===== config.mk =====
export PLATFORM = sky130hd
export DESIGN_NAME = dec_to_fp_encoder
export DESIGN_NICKNAME = d
export VERILOG_FILES = /design/src/rtl/dec_to_fp_encoder.sv
export SDC_FILE = /design/constraint.sdc
export NUM_CORES = 1
export LEC_CHECK = 0
export CAP_MARGIN = 20
export CORE_MARGIN = 8
export CORE_UTILIZATION = 36
export CTS_BUF_LIST = sky130_fd_sc_hd__clkbuf_4
export CTS_CLUSTER_SIZE = 16
export DETAILED_ROUTE_END_ITERATION = 8
export GPL_TIMING_DRIVEN = 0
export SYNTH_ARGS = -nofsm -noshare
export SYNTH_HDL_FRONTEND = slang
export SYNTH_SLANG_ARGS = --single-unit

===== constraint.sdc =====
create_clock -name clk -period 2.7 [get_ports clk]
set_input_delay 0.54 -clock clk [delete_from_list [all_inputs] [get_ports clk]]
set_output_delay 0.54 -clock clk [all_outputs]
set_load 0.05 [all_outputs]

===== src/rtl/dec_to_fp_encoder.sv =====
// -----------------------------------------------------------------------------
// dec_to_fp_encoder
//   Collects an unsigned decimal number one BCD digit at a time, then on a
//   convert request normalises it and encodes it as an IEEE-754 single
//   precision word (round-to-nearest-even), with a one-cycle valid pulse.
//
// Ports
//   clk            system clock, rising edge
//   reset          asynchronous active-low reset
//   digit_valid    a digit is presented this cycle
//   digit          BCD digit value
//   digit_ready    block accepts digits (only while collecting entry)
//   negative       sign of the number, sampled with an accepted convert
//   convert        one-cycle request to encode the entered number
//   busy           conversion in progress (normalise / round)
//   floating_point encoded result, held until the next result
//   fp_valid       one-cycle pulse when floating_point updates
//   entry_err      sticky flag: a digit was rejected since the last result
// -----------------------------------------------------------------------------
module dec_to_fp_encoder #(
    parameter int MAX_DIGITS = 8,
    parameter int ACC_W      = $clog2(10 ** MAX_DIGITS)
) (
    input  logic        clk,
    input  logic        reset,
    input  logic        digit_valid,
    input  logic [3:0]  digit,
    output logic        digit_ready,
    input  logic        negative,
    input  logic        convert,
    output logic        busy,
    output logic [31:0] floating_point,
    output logic        fp_valid,
    output logic        entry_err
);

    localparam int CNT_W   = $clog2(MAX_DIGITS + 1);
    localparam int SH_W    = $clog2(ACC_W);
    // Fraction bits below the hidden one; widened to at least 25 so that
    // mantissa (23), guard (1) and sticky (>=1) always have bits to read.
    localparam int FW      = ((ACC_W - 1) > 25) ? (ACC_W - 1) : 25;
    localparam int EXP_TOP = 127 + ACC_W - 1;

    typedef enum logic [1:0] {
        ENTRY = 2'd0,
        NORM  = 2'd1,
        ROUND = 2'd2,
        DONE  = 2'd3
    } state_t;

    state_t             state_r;
    state_t             state_s;
    logic [ACC_W-1:0]   acc_r;
    logic [CNT_W-1:0]   count_r;
    logic [SH_W-1:0]    shift_r;
    logic               sign_r;
    logic               busy_r;
    logic [31:0]        fp_r;
    logic               fp_valid_r;
    logic               entry_err_r;

    logic               digit_ok_s;
    logic               digit_bad_s;
    logic [ACC_W-1:0]   acc_mul_s;
    logic               norm_done_s;
    logic [FW-1:0]      frac_ext_s;
    logic [22:0]        mant_s;
    logic               guard_s;
    logic               sticky_s;
    logic               round_up_s;
    logic [23:0]        mant_sum_s;
    logic [7:0]         exp_s;
    logic [7:0]         exp_fin_s;
    logic [31:0]        fp_s;

    assign digit_ready    = (state_r == ENTRY);
    assign busy           = busy_r;
    assign floating_point = fp_r;
    assign fp_valid       = fp_valid_r;
    assign entry_err      = entry_err_r;

    // Digit acceptance and the acc*10+digit update (x10 as x8 + x2).
    always_comb begin
        digit_ok_s  = 1'b0;
        digit_bad_s = 1'b0;
        acc_mul_s   = (acc_r << 3) + (acc_r << 1) + {{(ACC_W-4){1'b0}}, digit};
        if (digit_valid && (state_r == ENTRY)) begin
            if ((digit > 4'd9) || (count_r == CNT_W'(MAX_DIGITS))) begin
                digit_bad_s = 1'b1;
            end else begin
                digit_ok_s = 1'b1;
            end
        end else begin
            digit_ok_s  = 1'b0;
            digit_bad_s = 1'b0;
        end
    end

    // Normalisation ends on zero or once the MSB is set.
    always_comb begin
        norm_done_s = (acc_r == '0) || acc_r[ACC_W-1];
    end

    // Rounding and packing of the normalised accumulator.
    always_comb begin
        frac_ext_s = FW'(acc_r[ACC_W-2:0]) << (FW - (ACC_W - 1));
        mant_s     = frac_ext_s[FW-1 -: 23];
        guard_s    = frac_ext_s[FW-24];
        sticky_s   = |frac_ext_s[FW-25:0];
        round_up_s = guard_s & (sticky_s | mant_s[0]);
        mant_sum_s = {1'b0, mant_s} + {23'd0, round_up_s};
        exp_s      = 8'(EXP_TOP) - 8'(shift_r);
        // A carry out of the mantissa leaves it all-zero and bumps the exponent.
        exp_fin_s  = exp_s + {7'd0, mant_sum_s[23]};
        if (acc_r == '0) begin
            fp_s = {sign_r, 31'd0};
        end else begin
            fp_s = {sign_r, exp_fin_s, mant_sum_s[22:0]};
        end
    end

    // Next-state logic.
    always_comb begin
        state_s = state_r;
        case (state_r)
            ENTRY: begin
                if (convert) begin
                    state_s = NORM;
                end else begin
                    state_s = ENTRY;
                end
            end
            NORM: begin
                if (norm_done_s) begin
                    state_s = ROUND;
                end else begin
                    state_s = NORM;
                end
            end
            ROUND:   state_s = DONE;
            DONE:    state_s = ENTRY;
            default: state_s = ENTRY;
        endcase
    end

    // State register.
    always_ff @(posedge clk or negedge reset) begin
        if (!reset) begin
            state_r <= ENTRY;
        end else begin
            state_r <= state_s;
        end
    end

    // Datapath and registered outputs.
    always_ff @(posedge clk or negedge reset) begin
        if (!reset) begin
            acc_r       <= '0;
            count_r     <= '0;
            shift_r     <= '0;
            sign_r      <= 1'b0;
            busy_r      <= 1'b0;
            fp_r        <= 32'h0000_0000;
            fp_valid_r  <= 1'b0;
            entry_err_r <= 1'b0;
        end else begin
            fp_valid_r <= 1'b0;
            case (state_r)
                ENTRY: begin
                    if (digit_ok_s) begin
                        acc_r   <= acc_mul_s;
                        count_r <= count_r + CNT_W'(1);
                    end
                    if (digit_bad_s) begin
                        entry_err_r <= 1'b1;
                    end
                    if (convert) begin
                        sign_r  <= negative;
                        shift_r <= '0;
                        busy_r  <= 1'b1;
                    end
                end
                NORM: begin
                    if (!norm_done_s) begin
                        acc_r   <= acc_r << 1;
                        shift_r <= shift_r + SH_W'(1);
                    end
                end
                ROUND: begin
                    fp_r       <= fp_s;
                    fp_valid_r <= 1'b1;
                    busy_r     <= 1'b0;
                end
                DONE: begin
                    acc_r       <= '0;
                    count_r     <= '0;
                    entry_err_r <= 1'b0;
                end
                default: begin
                    busy_r <= 1'b0;
                end
            endcase
        end
    end

endmodule


[Word level (Yosys, flattened, before mapping)]
Cells that the tools add are included.
Operators by class
  add/sub/neg operators: 7
  $lt $le $gt $ge: 1
  equality and inequality tests: 8
  mux-type cells: 21
  bitwise gates (word level): 2
  reduce and logical (&&, ||, !) cells: 16
Operators with widths (number)
  case mux 27 bit (3 select lines): 1
  2-to-1 mux 27 bit: 2
  2-to-1 mux 31 bit: 1
  adder 27 bit: 1
  adder 27 x 4 -> 27 bit: 1
  logical NOT 27 bit: 1
  adder 23 x 1 -> 24 bit: 1
  2-to-1 mux 5 bit: 2
  case mux 5 bit (2 select lines): 1
  adder 8 x 1 -> 8 bit: 1
  2-to-1 mux 1 bit: 8
  case mux 2 bit (4 select lines): 1
  case mux 4 bit (2 select lines): 1
  AND reduction 2 bit: 4
  subtractor 8 x 5 -> 8 bit (first input constant): 1
  inequality test 2 x 1 -> 1 bit (second input constant): 3
  AND reduction 3 bit: 2
  nonzero test 2 bit: 3
  adder 5 x 1 -> 5 bit (second input constant): 1
  adder 4 x 1 -> 4 bit (second input constant): 1
  equality test 2 bit (second input constant): 2
  equality test 4 bit (second input constant): 1
  > comparator 4 bit (second input constant): 1
  2-to-1 mux 4 bit: 1
  other kinds (11): 13
Storage, ports and cells
  register bits: 74
  input bits: 9
  output and inout port bits: 36
  logic and storage cells: 64

[Longest topological paths before layout]
  depth in word-level cells: 6
  depth in mapped cells: 12
  mapped depth without buffers: 11

[Worst setup path before layout]
OpenSTA, ideal clock, no wires.
  kind: input to register
  start point: in digit[3]
  end point: reg acc_r[26]
  setup time: 0.125 ns
  arrival: 2.928 ns
  data required time: 2.575 ns
  slack: -0.352 ns
  cell stages on the path: 11
  path buffers: 0
  cell sequence: inv_1 > fa_1 > inv_1 > fa_1 > a21o_1 > a221oi_2 > o21bai_2 > a31oi_4 > a31o_4 > mux2i_1 > nand2_1
On the way
  longest elaborated chain between the ends: 6
  elaborated cells between the ends (all ways): 9
  classes of those cells: add/sub (1); order compare (1); eq/ne (1); mux (4); reduce/logical (2)
RTL lines
  start: declaration: RTL line 27  | input logic [3:0] digit,
  branches (longest 6 deep; another with adder 27 x 4 -> 27 bit)
  end signal: assignment: RTL line 171  | acc_r <= acc_mul_s;
  end signal: assignment: RTL line 185  | acc_r <= acc_r << 1;
  end: declaration: RTL line 53  | logic [ACC_W-1:0] acc_r;
Several ways; the timed one is not identified. The select of a mux whose other input is x is not followed.
A chain may end at the register's enable or synchronous reset.

[Final worst setup path]
  start point: reg acc_r[0]
  end point: reg acc_r[26]
On the way
  longest elaborated chain between the ends: 4
  elaborated cells between the ends (all ways): 8
  classes of those cells: add/sub (2); eq/ne (1); mux (2); reduce/logical (3)
RTL lines (RTL line)
  adder 27 bit / logical NOT 27 bit (equally long branches): 86, 101
  adder 27 x 4 -> 27 bit / logical OR 1 bit (equally long branches): 86, 101
  2-to-1 mux 27 bit / inequality test 2 bit (equally long branches)
  case mux 27 bit (3 select lines) / AND reduction 3 bit (equally long branches)
Parallel ways exist; a longest one is shown, timed or not. The select of a mux whose other input is x is not followed.

==> results.tsv <==
stage	metric	value	unit
sta	crit share post-route	1.06	
logic_synthesis	Netlist cell types	59	
layout	FF+latch area	1870	um^2
clocking	root buffer cell	clkbuf_4	
run	max-cap viol count	0	
worst_setup_path	Worst path slowest cell	fa_1	
logic_synthesis	Synth top area share	0.350	
floorplan	core area	14400	um^2
sta	Worst Skew	0.0102	ns
sta	fin. max-slew vios	0	
floorplan	Rows	44	
logic_synthesis	Post-Syn Area	5290	um^2
sta	slew margin rel.	0.467	
clocking	clock buffer depth	2	
layout	Finished Core Util	0.462	
routing	Vias/cell	5.55	
floorplan	I/O Pins	45	
worst_hold_path	Hold Path Class	primary input to asynchronous set/reset pin	
logic_synthesis	dominant synthesized flop cell	dfrtp_1	
run_status	failing checks	negative setup slack	
logic_synthesis	sequential cell area fraction in the yosys report	0.350	
logic_synthesis	Post-Synth XOR/XNOR Area	0.0762	
global_routing	global route overflow	0	
global_routing	wire length of the first global-routing pass	24100	um
logic_synthesis	Post-synth EDFFs	0	
floorplan	Die Area	18800	um^2
worst_setup_path	Worst Path Arrival	3.20	ns
global_routing	Global Route Usage Sum	0.160	
worst_setup_path	Critical Path Start Type	register	
worst_setup_path	CP Capture Type	register	
sta	Setup WS post-layout	-0.162	ns
routing	Post-DRT Antenna Nets	0	
logic_synthesis	ys async rst share	1.00	
logic_synthesis	Cells after Synth	608	
clocking	clk sinks	74	
placed_design	worst slack at placement	-1.12	ns
run_status	status	finished, violations left	
floorplan	Initial Util	0.366	
routing	total wire length	15100	um
placed_design	I/O Buffers	44	
logic_synthesis	leading area contributor after synthesis	dfrtp_1	
placed_design	dpl hpwl	11200	um
logic_synthesis	mux cell area share after synthesis	0.00947	
layout	FILL cells	1331	
clocking	htree depth	3	
logic_synthesis	Synthesis Warnings	0	
worst_setup_path	most frequent cell on the critical path	inv_2	
sta	Worst-Margin Slew	0.797	ns
global_routing	initial antenna violation count	0	
logic_synthesis	adder-cell area share of the yosys netlist	0.135	
worst_setup_path	kind of cell adding the most delay to the critical path	compound AO/OA/AOI/OAI gates	
clocking	clk_lat worst skew	0.44	ns
layout	share of layout cells above drive strength 1	0.174	
global_routing	vias in the first global route	4748	
placed_design	RePlAce Congestion	0.848	
clocking	total CTS buffers	9	
routing	DR WL/cell	17.2	um
global_routing	largest net degree at the start of global routing	69	
worst_setup_path	Bufs and invs on worst path	2	
logic_synthesis	synth top area cells	dfrtp_1, ha_1, nand2_1	
layout	multi-input logic area	3550	um^2
layout	Area Growth Syn to Fin	26.0	%
logic_synthesis	largest family of logic cells by synthesized area	compound AO/OA/AOI/OAI gates	
sta	Setup Total Neg Slack	-0.922	ns
floorplan	die width	137	um
clocking	clock transition at the registers of the reported paths	0.11	ns
layout	Post-layout nets	757	
sta	setup violators final	9	
sta	final hold violation count	0	
logic_synthesis	Avg Inst Size Synth	8.69	um^2
sta	fmax	0.349	GHz
worst_setup_path	Critical Path RT	3.04	ns
sta	crit path time final	2.86	ns
clocking	CTS tree	done	
logic_synthesis	Post-Synth Simple-Gate Area	0.194	
logic_synthesis	#FFs+latches synth	74	
routing	Starting DRT DRC Count	384	
layout	# diodes	0	
worst_setup_path	Critical Path, Cell by Cell	inv_2, fa_1, inv_2, fa_2, a21o_1, a221oi_4, o21bai_4, a31oi_4, a31o_4, mux2i_1, nand2_1	
sta	unrepaired setup endpoints after global routing	yes	
worst_setup_path	crit-path max FO	4	
routing	drt drc	0	
worst_setup_path	WS Path Type	register to register	
routing	DRT Pass-1 Iters	4	
logic_synthesis	Syn Nets	673	
floorplan	die height	137	um
logic_synthesis	Synth Area in Compound Gates	0.198	
routing	Vias	4880	
worst_setup_path	CP peak stage delay	0.51	ns
cell families (layout without fill, tap and decap cells):
kind of cell	Yosys count	count (layout)
flip-flops	74	74
buffers and inverters	43	131
AND/OR/NAND/NOR	219	219
AO/OA/AOI/OAI	165	165
XOR/XNOR	46	46
multiplexers	5	5
adder cells (fa/ha/maj)	56	56
metal layers:
layer	GRT usage	vias to the layer above	part of all wire
met3	0.0261	19	0.044
li1	-	2368	-
met1	0.199	2382	0.44
met5	0	-	0
met2	0.271	111	0.50
met4	0.0640	0	0.024
cell usage in the layout, fill, tap and decap left out, drive strengths merged, types with 7 or more instances in the layout:
cell	instances
a21o	8
a21oi	35
a221oi	7
and3	14
buf	39
clkbuf	28
clkdlybuf4s50	40
dfrtp	74
ha	54
inv	16
nand2	90
nand3	26
nand4	11
nor2	43
nor3	11
nor4	7
o21ai	72
xnor2	23
xor2	23
worst reg2reg max path, cell delays in order (launching register included):
cell and delay, ns:
dfrtp_2 0.39, inv_2 0.05, fa_1 0.51, inv_2 0.05, fa_2 0.34, a21o_1 0.21, a221oi_4 0.33, o21bai_4 0.13
a31oi_4 0.25, a31o_4 0.22, mux2i_1 0.21, nand2_1 0.07
synth_stat cells, types with 10 or more instances:
cell type and number:
nand2_1 90, nor2_1 41, dfrtp_1 74, and3_1 14, a21oi_1 33, o21ai_0 61, nand3_1 25, nand4_1 11
ha_1 54, inv_1 16, xnor2_1 23, nor3_1 10, o21ai_1 11, clkbuf_1 19, xor2_1 23
area by class of cell:
class,count,share of cell area
multi-input cells,491,0.533
flip-flops and latches,74,0.280
repair buffers,74,0.106
well taps,184,0.0346
plain buffers,26,0.0212
clock buffers,11,0.0124
inverters,16,0.0101
clock inverters,4,0.00301
state kept, by name (all words and copies together), names as in the netlist, named ones only:
name,cells
floating_point,32
busy,1
entry_err,1
acc_r,27
count_r,4
shift_r,5
state_r,1
fp_valid,1
sign_r,1
what timing repair did:
action,in CTS,in global routing
resized for setup,29,55
pin swaps,7,19
hold buffers,1,0
setup buffers,9,19
setup endpoints to repair,19,24
cloned,0,0
hold endpoints to repair,6,0
through the flow:
stage	std cells	hold WS (ns)	cell area, um^2
after global routing	880	0.438	6660
after floorplan	608	0.244	5300
final	880	0.451	6660
after global placement	836	0.459	5970
after detailed placement	837	0.373	5990
after CTS	862	0.425	6260
final timing paths:
path                            cells past startpoint  slack (ns)                 end               start
worst min-delay path                                2        0.45   floating_point[3]               reset
worst max-delay path                               11       -0.16           acc_r[26]            acc_r[0]
worst max register to register                     11       -0.16           acc_r[26]            acc_r[0]
max in group asynchronous                           3        1.69           acc_r[15]               reset
worst min register to register                      2        0.49  floating_point[31]  floating_point[31]
min in group clk                                    2        0.49  floating_point[31]  floating_point[31]
Power is left out: the tool's default activity adds up to more than one toggle a clock period on the data nets, which glitch-free logic cannot reach.
